File: config.mk
export PLATFORM = sky130hd
export DESIGN_NAME = can_tx_scheduler
export DESIGN_NICKNAME = d
export VERILOG_FILES = /design/src/rtl/can_tx_scheduler_pkg.sv /design/src/rtl/can_ifs_timer.sv /design/src/rtl/can_tx_scheduler.sv
export SDC_FILE = /design/constraint.sdc
export NUM_CORES = 1
export LEC_CHECK = 0
export CAP_MARGIN = 10
export CORE_MARGIN = 10
export CORE_UTILIZATION = 43
export CTS_CLUSTER_SIZE = 10
export DETAILED_ROUTE_END_ITERATION = 12
export GPL_TIMING_DRIVEN = 0
export PLACE_DENSITY = 0.81
export REMOVE_ABC_BUFFERS = 1
export SYNTH_ARGS = -nofsm -noshare
export SYNTH_HDL_FRONTEND = slang
export SYNTH_SLANG_ARGS = --single-unit
File: constraint.sdc
create_clock -name clk -period 5.1 [get_ports clk]
set_input_delay 1.02 -clock clk [delete_from_list [all_inputs] [get_ports clk]]
set_output_delay 1.02 -clock clk [all_outputs]
set_load 0.05 [all_outputs]
File: src/rtl/can_tx_scheduler_pkg.sv
// Shared CAN frame types, widths and scheduler state encoding.
package can_tx_scheduler_pkg;

    localparam int CAN_ID_W      = 11;
    localparam int CAN_DLC_W     = 4;
    localparam int CAN_MAX_BYTES = 8;

    typedef enum logic [2:0] {
        ST_IDLE,
        ST_FETCH,
        ST_START,
        ST_BUSY,
        ST_IFS
    } sched_state_t;

    typedef struct packed {
        logic [CAN_ID_W-1:0]                id;
        logic [CAN_DLC_W-1:0]               dlc;
        logic [CAN_MAX_BYTES-1:0][7:0]      data;
    } can_frame_t;

    // Bits needed to hold 0..max_val, never less than one bit.
    function automatic int cnt_width(input int max_val);
        return (max_val < 1) ? 1 : $clog2(max_val + 1);
    endfunction

endpackage

File: src/rtl/can_ifs_timer.sv
// Loadable down-counter: load starts an interval, expire flags its last cycle.
module can_ifs_timer #(
    parameter int W = 2
) (
    input  logic         clk,
    input  logic         rst,
    input  logic         load,
    input  logic [W-1:0] load_val,
    output logic         expire
);

    logic [W-1:0] count;

    // Reload on request, otherwise count down and rest at zero
    always_ff @(posedge clk or posedge rst) begin
        if (rst)
            count <= '0;
        else if (load)
            count <= load_val;
        else if (count != '0)
            count <= count - W'(1);
    end

    // Terminal count is 1; a zero load expires on the first cycle
    assign expire = (count == '0) || (count == W'(1));

endmodule

File: src/rtl/can_tx_scheduler.sv
// Moves frames from the priority queue into the bit-level CAN transmitter,
// owning each frame from pop until it is sent or dropped.
//
//   state | meaning
//   IDLE  | waiting for enable and a non-empty queue
//   FETCH | pop queue head, capture it into the held frame
//   START | start-of-frame pulse to the transmitter
//   BUSY  | waiting for done / arbitration lost / error
//   IFS   | inter-frame spacing, then retry (START) or IDLE
module can_tx_scheduler
    import can_tx_scheduler_pkg::*;
#(
    parameter  int MAX_RETRY  = 3,
    parameter  int IFS_CYCLES = 3,
    parameter  int CNT_W      = 16,
    localparam int RW         = cnt_width(MAX_RETRY)
) (
    input  logic                          clk,
    input  logic                          rst,
    input  logic                          enable,
    input  logic                          single_shot,
    input  logic                          q_empty,
    input  logic [CAN_ID_W-1:0]           q_id,
    input  logic [CAN_DLC_W-1:0]          q_dlc,
    input  logic [CAN_MAX_BYTES-1:0][7:0] q_data,
    output logic                          q_re,
    output logic                          tx_start,
    output logic [CAN_ID_W-1:0]           tx_id,
    output logic [CAN_DLC_W-1:0]          tx_dlc,
    output logic [CAN_MAX_BYTES-1:0][7:0] tx_data,
    input  logic                          tx_done,
    input  logic                          tx_arb_lost,
    input  logic                          tx_error,
    output logic                          busy,
    output logic [CNT_W-1:0]              sent_cnt,
    output logic [RW-1:0]                 retry_cnt,
    output logic                          abort,
    output logic [CAN_ID_W-1:0]           abort_id
);

    localparam int TW = cnt_width(IFS_CYCLES);

    sched_state_t state;
    can_frame_t   held;
    logic         retry_pending;
    logic         ifs_load;
    logic         ifs_expire;

    // Any transmitter event ends the attempt and starts the spacing interval
    assign ifs_load = (state == ST_BUSY) && (tx_done || tx_arb_lost || tx_error);

    can_ifs_timer #(
        .W (TW)
    ) u_ifs_timer (
        .clk      (clk),
        .rst      (rst),
        .load     (ifs_load),
        .load_val (TW'(IFS_CYCLES)),
        .expire   (ifs_expire)
    );

    // Scheduler FSM with registered strobes, held frame and counters
    always_ff @(posedge clk or posedge rst) begin
        if (rst) begin
            state         <= ST_IDLE;
            held          <= '0;
            retry_pending <= 1'b0;
            q_re          <= 1'b0;
            tx_start      <= 1'b0;
            sent_cnt      <= '0;
            retry_cnt     <= '0;
            abort         <= 1'b0;
            abort_id      <= '0;
        end else begin
            q_re     <= 1'b0;
            tx_start <= 1'b0;
            abort    <= 1'b0;
            case (state)
                ST_IDLE: begin
                    if (enable && !q_empty) begin
                        state <= ST_FETCH;
                        q_re  <= 1'b1;
                    end
                end
                ST_FETCH: begin
                    held.id       <= q_id;
                    held.dlc      <= q_dlc;
                    held.data     <= q_data;
                    retry_cnt     <= '0;
                    retry_pending <= 1'b0;
                    state         <= ST_START;
                    tx_start      <= 1'b1;
                end
                ST_START: begin
                    state <= ST_BUSY;
                end
                ST_BUSY: begin
                    if (tx_done) begin
                        sent_cnt      <= sent_cnt + CNT_W'(1);
                        retry_pending <= 1'b0;
                        state         <= ST_IFS;
                    end else if (tx_arb_lost) begin
                        retry_pending <= 1'b1;
                        state         <= ST_IFS;
                    end else if (tx_error) begin
                        if (single_shot || (retry_cnt == RW'(MAX_RETRY))) begin
                            abort         <= 1'b1;
                            abort_id      <= held.id;
                            retry_pending <= 1'b0;
                        end else begin
                            retry_cnt     <= retry_cnt + RW'(1);
                            retry_pending <= 1'b1;
                        end
                        state <= ST_IFS;
                    end
                end
                ST_IFS: begin
                    if (ifs_expire) begin
                        if (retry_pending) begin
                            state    <= ST_START;
                            tx_start <= 1'b1;
                        end else begin
                            state <= ST_IDLE;
                        end
                    end
                end
                default: state <= ST_IDLE;
            endcase
        end
    end

    assign tx_id   = held.id;
    assign tx_dlc  = held.dlc;
    assign tx_data = held.data;
    assign busy    = (state != ST_IDLE);

endmodule

Yosys cells after proc, flatten, opt, wreduce, memory -nomap -nowiden
Cells that the tools add are included.
W data, S select, Z words.

word-level totals
  register bits after elaboration = 117
  bits in latches = 0
  bits in writable memories = 0
  ROM bits = 0
  input bits = 87
  output and inout port bits = 112
  logic and storage cells = 84
  memories kept = 0

operators by class
  add/subtract/negate cells = 3
  multipliers = 0
  divide/modulo/power cells = 0
  $lt $le $gt $ge = 0
  equality and inequality tests = 13
  shift-type cells = 0
  muxes and demuxes = 29
  bitwise logic cells = 2
  reductions and logical operators = 18

operators with widths
  operator                 count
  $add A16 B1 Y16 const B  1
  $mux W3                  5
  $pmux W3 S5              1
  $mux W2                  7
  $mux W1                  13
  $ne A2 B2 Y1 const B     6
  $reduce_and A5 Y1        2
  $eq A3 B2 Y1 const B     2
  $reduce_bool A2 Y1       3
  $logic_or A1 B1 Y1       4
  $ne A4 B4 Y1 const B     1
  $pmux W1 S2              2
  $pmux W2 S2              1
  $reduce_and A2 Y1        2
  $eq A3 B1 Y1 const B     1
  $eq A3 B3 Y1 const B     1
  $logic_not A3 Y1         1
  $reduce_and A3 Y1        1
  $reduce_bool A3 Y1       1
  $add A2 B1 Y2 const B    1
  $eq A2 B1 Y1 const B     1
  $eq A2 B2 Y1 const B     1
  $logic_and A1 B1 Y1      2
  $logic_not A2 Y1         1
  other kinds (3)          4

Longest topological paths before layout
Gate-level depths: netlist (run 1).

  depth in word-level cells = 7
  gate-level depth with buffers = 5
  gate-level depth less buffers = 5

Modules after synthesis
A second synthesis (run 1) with hierarchy kept.

second synthesis, totals
  cell total of the unflattened synthesis = 311
  area, all modules = 4615.7 um^2

by module, submodules not included
  module            instances  cells each  area an instance (um^2)  sequential area each (um^2)
  can_tx_scheduler  1          296         4475.5                   2877.8
  can_ifs_timer     1          15          140.1                    50.0

Worst setup path before layout (run 1)
OpenSTA, ideal clock, no wires.

  path kind = register to output
  start = reg state[2]
  end = out busy
  data arrival time = 1.011 ns
  data required time = 4.080 ns
  path slack = 3.069 ns
  cell stages (with the launch flop) = 2
  buffers on the path = 0
  cell sequence = dfrtp_1 or3_1

between the ends
  word-level cells in the longest chain between the ends = 1

ends and longest elaborated chain
  what                    line                     RTL
  start, declared         can_tx_scheduler.sv:43   sched_state_t state;
  start signal, assigned  can_tx_scheduler.sv:65   state <= ST_IDLE;
  start signal, assigned  can_tx_scheduler.sv:81   state <= ST_FETCH;
  start signal, assigned  can_tx_scheduler.sv:91   state <= ST_START;
  $reduce_bool A3 Y1      can_tx_scheduler.sv:135  assign busy = (state != ST_IDLE);
  end, declared           can_tx_scheduler.sv:34   output logic busy,

No other way between the ends.

Worst setup path after layout (run 1)
  start = reg state[1]
  end = out busy

Same word-level chain as after synthesis.

==> results of run 1 <==
## power breakdown
group | total (uW) | switching [uW] | internal [uW]
Sequential | 1600 | 256 | 1350
Combinational | 3180 | 1950 | 1230
Clock | 1050 | 381 | 672
## cells by family after synthesis
logic type                 Yosys count
muxes                               92
xor gates and xnor gates            16
adders and majority gates            4
DFF                                117
AOI/OAI and AO/OA                   12
and+or+nand+nor                     51
buffers and inverters               17
## worst reg2reg max path: stages, from the launching register on
cell	delay, ns
dfrtp_1	0.45
nand2b_2	0.29
nor2_4	0.66
buf_12	0.29
mux2_2	0.39
## registers in the layout (all words and copies together) (netlist names), 2 cells and up
| name | count |
|---|---|
| tx_id | 11 |
| state | 3 |
| u_ifs_timer.count | 2 |
| retry_cnt | 2 |
| sent_cnt | 16 |
| tx_data | 64 |
| abort_id | 11 |
| tx_dlc | 4 |
## synthesized netlist by cell type, drive strengths merged (2+ instances only)
cell type | instances | share of area [%]
nor3 | 3 | 0.53
and4 | 2 | 0.37
nor2 | 13 | 1.3
xor2 | 8 | 1.5
and3 | 3 | 0.40
xnor2 | 8 | 1.5
buf | 10 | 1.9
nand3 | 6 | 0.75
inv | 6 | 0.48
o21bai | 2 | 0.32
dfrtp | 117 | 62
ha | 4 | 1.1
a21oi | 3 | 0.32
nand4 | 5 | 0.80
nand2 | 9 | 0.72
mux2 | 92 | 23
nor2b | 2 | 0.27
or3 | 2 | 0.27
and2 | 2 | 0.27
## final cells by class
| type | instances | area [um^2] |
|---|---|---|
| inverters | 6 | 25.02 |
| multi-input cells | 175 | 1648 |
| flip-flops and latches | 117 | 2928 |
| clock buffers | 29 | 519.2 |
| fillers | 778 | 3378 |
| repair buffers | 201 | 2057 |
| clock inverters | 3 | 15.01 |
| well taps | 140 | 175.2 |
## worst paths after layout
path / start / end / slack, ns / depth (start not counted)
max: state[1] / busy / 1.90 / 2
min: sent_cnt[15] / sent_cnt[15] / 0.47 / 1
max reg2reg: state[2] / tx_data[50] / 2.90 / 4
min reg2reg: sent_cnt[15] / sent_cnt[15] / 0.47 / 1
max in group asynchronous: rst / tx_data[28] / 3.43 / 3
min in group asynchronous: rst / tx_data[35] / 0.93 / 2
## metrics by stage
step | hold slack [ns] | power (uW) | setup slack (ns) | util, % | setup TNS [ns]
after detailed placement | 0.4645 | 4825 | 2.222 | 63.59 | 0
final | 0.4675 | 5838 | 1.895 | 68.56 | 0
after floorplan | 0.4856 | 3693 | 0.9792 | - | 0
after global routing | 0.4788 | 6099 | 1.804 | 68.56 | 0
after CTS | 0.4718 | 5909 | 1.859 | 68.56 | 0
after global placement | 0.4586 | 4728 | -0.5818 | 62.87 | -67.24
## per-layer routing
layer  wire (um)  global-route usage, %  vias to the layer above
met2        6644                  27.95                      121
met1        5057                  18.15                     1587
li1            -                      -                     1504
met3         829                  6.170                       15
met4         224                  6.511                        0
met5           0                      0                        -
==> flow_summary.ini, run 1 <==
[status]
status = complete, no violations

[sta]
rsz0062_at_grt = no
max_freq_mhz = 312.0
fin_crit_sh_pct = 62.84
relSlewSlack_pct = 44.65
clock_skew_ns = 0.005263
worst_pin_slew_ns = 0.8283
finalWorstPathRequiredPeriod_ns = 3.205
slew_violations = 0
setup-violations-final = 0
finalHoldViolCount = 0

[layout]
fin_area_um2 = 7367
syn_to_final_growth_pct = 57.10
n_antenna_cell = 0
final_cell_mix = 198 x clkdlybuf4s50_1, 117 x dfrtp_1, 73 x mux2_2, 16 x clkbuf_16, 11 x nor2_1
final_nets = 609
instances_no_fill = 671
drive_above_1_share_pct = 22.60
final_common_cell = clkdlybuf4s50_1

[logic_synthesis]
ys_seq_area_share_pct = 62.43
yosysUniqueCellTypes = 41
yosysWarningCount = 0
synth_ff_type = dfrtp_1
synth.area.mux_share_pct = 22.89
syn_inst = 309
synth_edf_count = 0
synth_simple_gate_area_share_pct = 6.377
synth_adder_area_share_pct = 1.067
syn_area_um2 = 4689
synth_compound_area_share_pct = 1.814
synthXorXnorAreaFrac_pct = 2.988
syn_avg_cell_area_um2 = 15.18
async_flop_share_pct = 100.0
synth_top_family_by_area = multiplexers
synth.ff_latch_count = 117

[place]
hpwl_mm = 9.691
numPlacedInstances = 639
dpl-instance-area_um2 = 6833
place_congestion = 0.8056
port_buffers = 198

[power_and_ir_drop]
power.density_nw_per_um2 = 792.4
peakVddDrop_mv = 0.4614
p_leak_uw = 0.003145

[routing]
vias = 3227
wl_per_cell_um = 19.01
first_pass_iters = 4
viasPerCell = 4.809
ant_nets = 0
drt_iter0_markers = 154
post-route-drc-count = 0
wl_mm = 12.76

[floorplanning]
start_util_pct = 43.64
fp-row-count = 38
core_um2 = 10750
dieArea_um2 = 15480
die_w_um = 124.4
ios = 199
die_y_um = 124.4

[worst_setup_path]
startpoint_type = flip-flop
critical-path-top-delay-family = buffers and inverters
critPathMaxStageDelay_ns = 0.72
crit_buf_inv = 1
crit_fanout = 14
cp_slowest_cell = clkdlybuf4s50_1
worstSetupEndpointType = primary output
path_cells = or3_1 -> clkdlybuf4s50_1
cp.required_ns = 4.08
critPathArrivalTime_ns = 2.18
critPathKind = reg2out

[run]
drv_cap = 0

[grt]
grt_use_total_pct = 16.44
grt_pass1_vias = 3469
grt_max_degree = 73
grt_antenna_before_repair = 0
grt_pass1_wl_mm = 20.11
overflow = 0

[clocking]
post_cts_resized = 0
numCtsBuffers = 17
hold_buffers = 0
postCtsSetupRepairBufs = 0
h-tree-depth = 4
clockBufferDepth = 2
clk_latency_ns = 0.52
cts_tree = yes
cts.reportedPaths.clkPinSlew_ns = 0.05
cts.sinks = 117
clockRootBuffer = clkbuf_8

[worst_hold_path]
hold_class = reg2reg
Power figures use the tool's default switching activity.
==> run 2, diff against run 1 <==
CORE_UTILIZATION = 38   (was 43)
PLACE_DENSITY = 0.76   (was 0.81)
clock period = 2.9 ns   (was 5.1 ns; I/O delays follow)
==> flow_summary.ini, run 2 (synthesis gave the netlist of run 1 again) <==
[status]
status = complete, no violations

[layout]
final_nets = 610
instances_no_fill = 699
multi_input_area_um2 = 1648
drive_above_1_share_pct = 23.54
final_common_cell = clkdlybuf4s50_1
final_cell_mix = 198 x clkdlybuf4s50_1, 117 x dfrtp_1, 73 x mux2_2, 17 x clkbuf_16, 11 x nor2_1
n_antenna_cell = 0
regArea_um2 = 2928
fillCellCount = 966
syn_to_final_growth_pct = 59.50
largest_reg_flops = 64

[power_and_ir_drop]
peakVddDrop_mv = 0.6120
power.density_nw_per_um2 = 1406
p_leak_uw = 0.003182

[sta]
clock_skew_ns = 0.008003
relSlewSlack_pct = 54.99
setup-violations-final = 0
finalWorstPathRequiredPeriod_ns = 2.640
slew_violations = 0
max_freq_mhz = 378.8
finalHoldViolCount = 0
fin_crit_sh_pct = 91.04
fin_tns_setup_ns = 0
whs_ns = 0.4603
worst_pin_slew_ns = 0.6744
rsz0062_at_grt = no

[routing]
drt_iter0_markers = 113
wl_met2_mm = 6.732
met1_length_mm = 4.517
post-route-drc-count = 0
wl_met3_mm = 1.363
wl_per_cell_um = 18.33
viasPerCell = 4.682
wl_mm = 12.82
first_pass_iters = 4
vias = 3273
ant_nets = 0
top_layer_used = met4

[worst_setup_path]
r2r_cells = 4
cp.required_ns = 2.32
crit_fanout = 14
r2r-end = abort_id[10]
critPathArrivalTime_ns = 2.06
startpoint_type = flip-flop
worstSetupEndpointType = primary output
critPathKind = reg2out
regToRegStartpoint = state[1]
r2r_setup_slack_ns = 0.81

[run]
drv_cap = 0

[clocking]
postCtsSetupRepairBufs = 0
cts.sinks = 117
h-tree-depth = 4
clockRootBuffer = clkbuf_16
cts_tree = yes
numCtsBuffers = 17
cts.reportedPaths.clkPinSlew_ns = 0.05
clk_latency_ns = 0.41
post_cts_resized = 0
clockBufferDepth = 2
hold_buffers = 0

[place]
place_congestion = 0.7754
numPlacedInstances = 668
hpwl_mm = 9.865
port_buffers = 198

[floorplanning]
fp-row-count = 40
die_y_um = 131.1
ios = 199
die_w_um = 131.1
dieArea_um2 = 17180
start_util_pct = 38.88
core_um2 = 12060

[worst_hold_path]
min_from = sent_cnt[15]
hold_depth = 1
hold_path_end = sent_cnt[15]
hold_class = reg2reg

[grt]
grt_antenna_before_repair = 0
grt_pass1_wl_mm = 20.14
grt_use_total_pct = 15.32
overflow = 0
grt_pass1_vias = 3666
grt_max_degree = 65
-- run 2: worst max-delay path by stage --
stage	cells after the start	from	slack [ns]	endpoint
2_1_floorplan	1	rst	-0.78	abort
3_3_place_gp	2	rst	-2.38	tx_data[17]
3_5_place_dp	5	tx_done	0.46	abort_id[10]
4_1_cts	2	state[1]	0.23	busy
5_1_grt	2	state[1]	0.18	busy
6_report	2	state[1]	0.26	busy
-- run 2: power breakdown --
group	switching [uW]	total, uW	internal, uW
registers	454	2820	2370
clock network	694	2070	1380
logic	3440	5620	2180
total	4590	10500	5930
-- run 2: metrics by stage --
stage	area [um^2]	util (%)	setup WS, ns	power, uW
after floorplan	4598	-	-0.7808	6495
after global placement	6790	56.30	-2.382	8319
after detailed placement	6890	57.13	0.4582	8537
after CTS	7480	62.01	0.2320	10650
after global routing	7480	62.01	0.1823	11030
final	7480	62.01	0.2600	10520
-- run 2: layer usage --
layer  global-route usage [%]  vias up
met1                    15.73     1631
met4                    5.494        0
met2                    27.11      123
met3                    6.758       16
met5                        0        -
li1                         -     1503
-- run 2: cell type report --
class	instances	area share, %
clock buffer	20	6.106
clock inverter	11	1.773
inverter	6	0.3680
multi-input combinational	175	22.03
sequential	117	39.14
tap	168	2.810
timing repair buffer	202	27.77
-- run 2: worst max-delay path, cell delays in order, from the launching register on --
cell and delay [ns]:
dfrtp_1 0.53, or3_1 0.39, clkdlybuf4s50_1 0.73
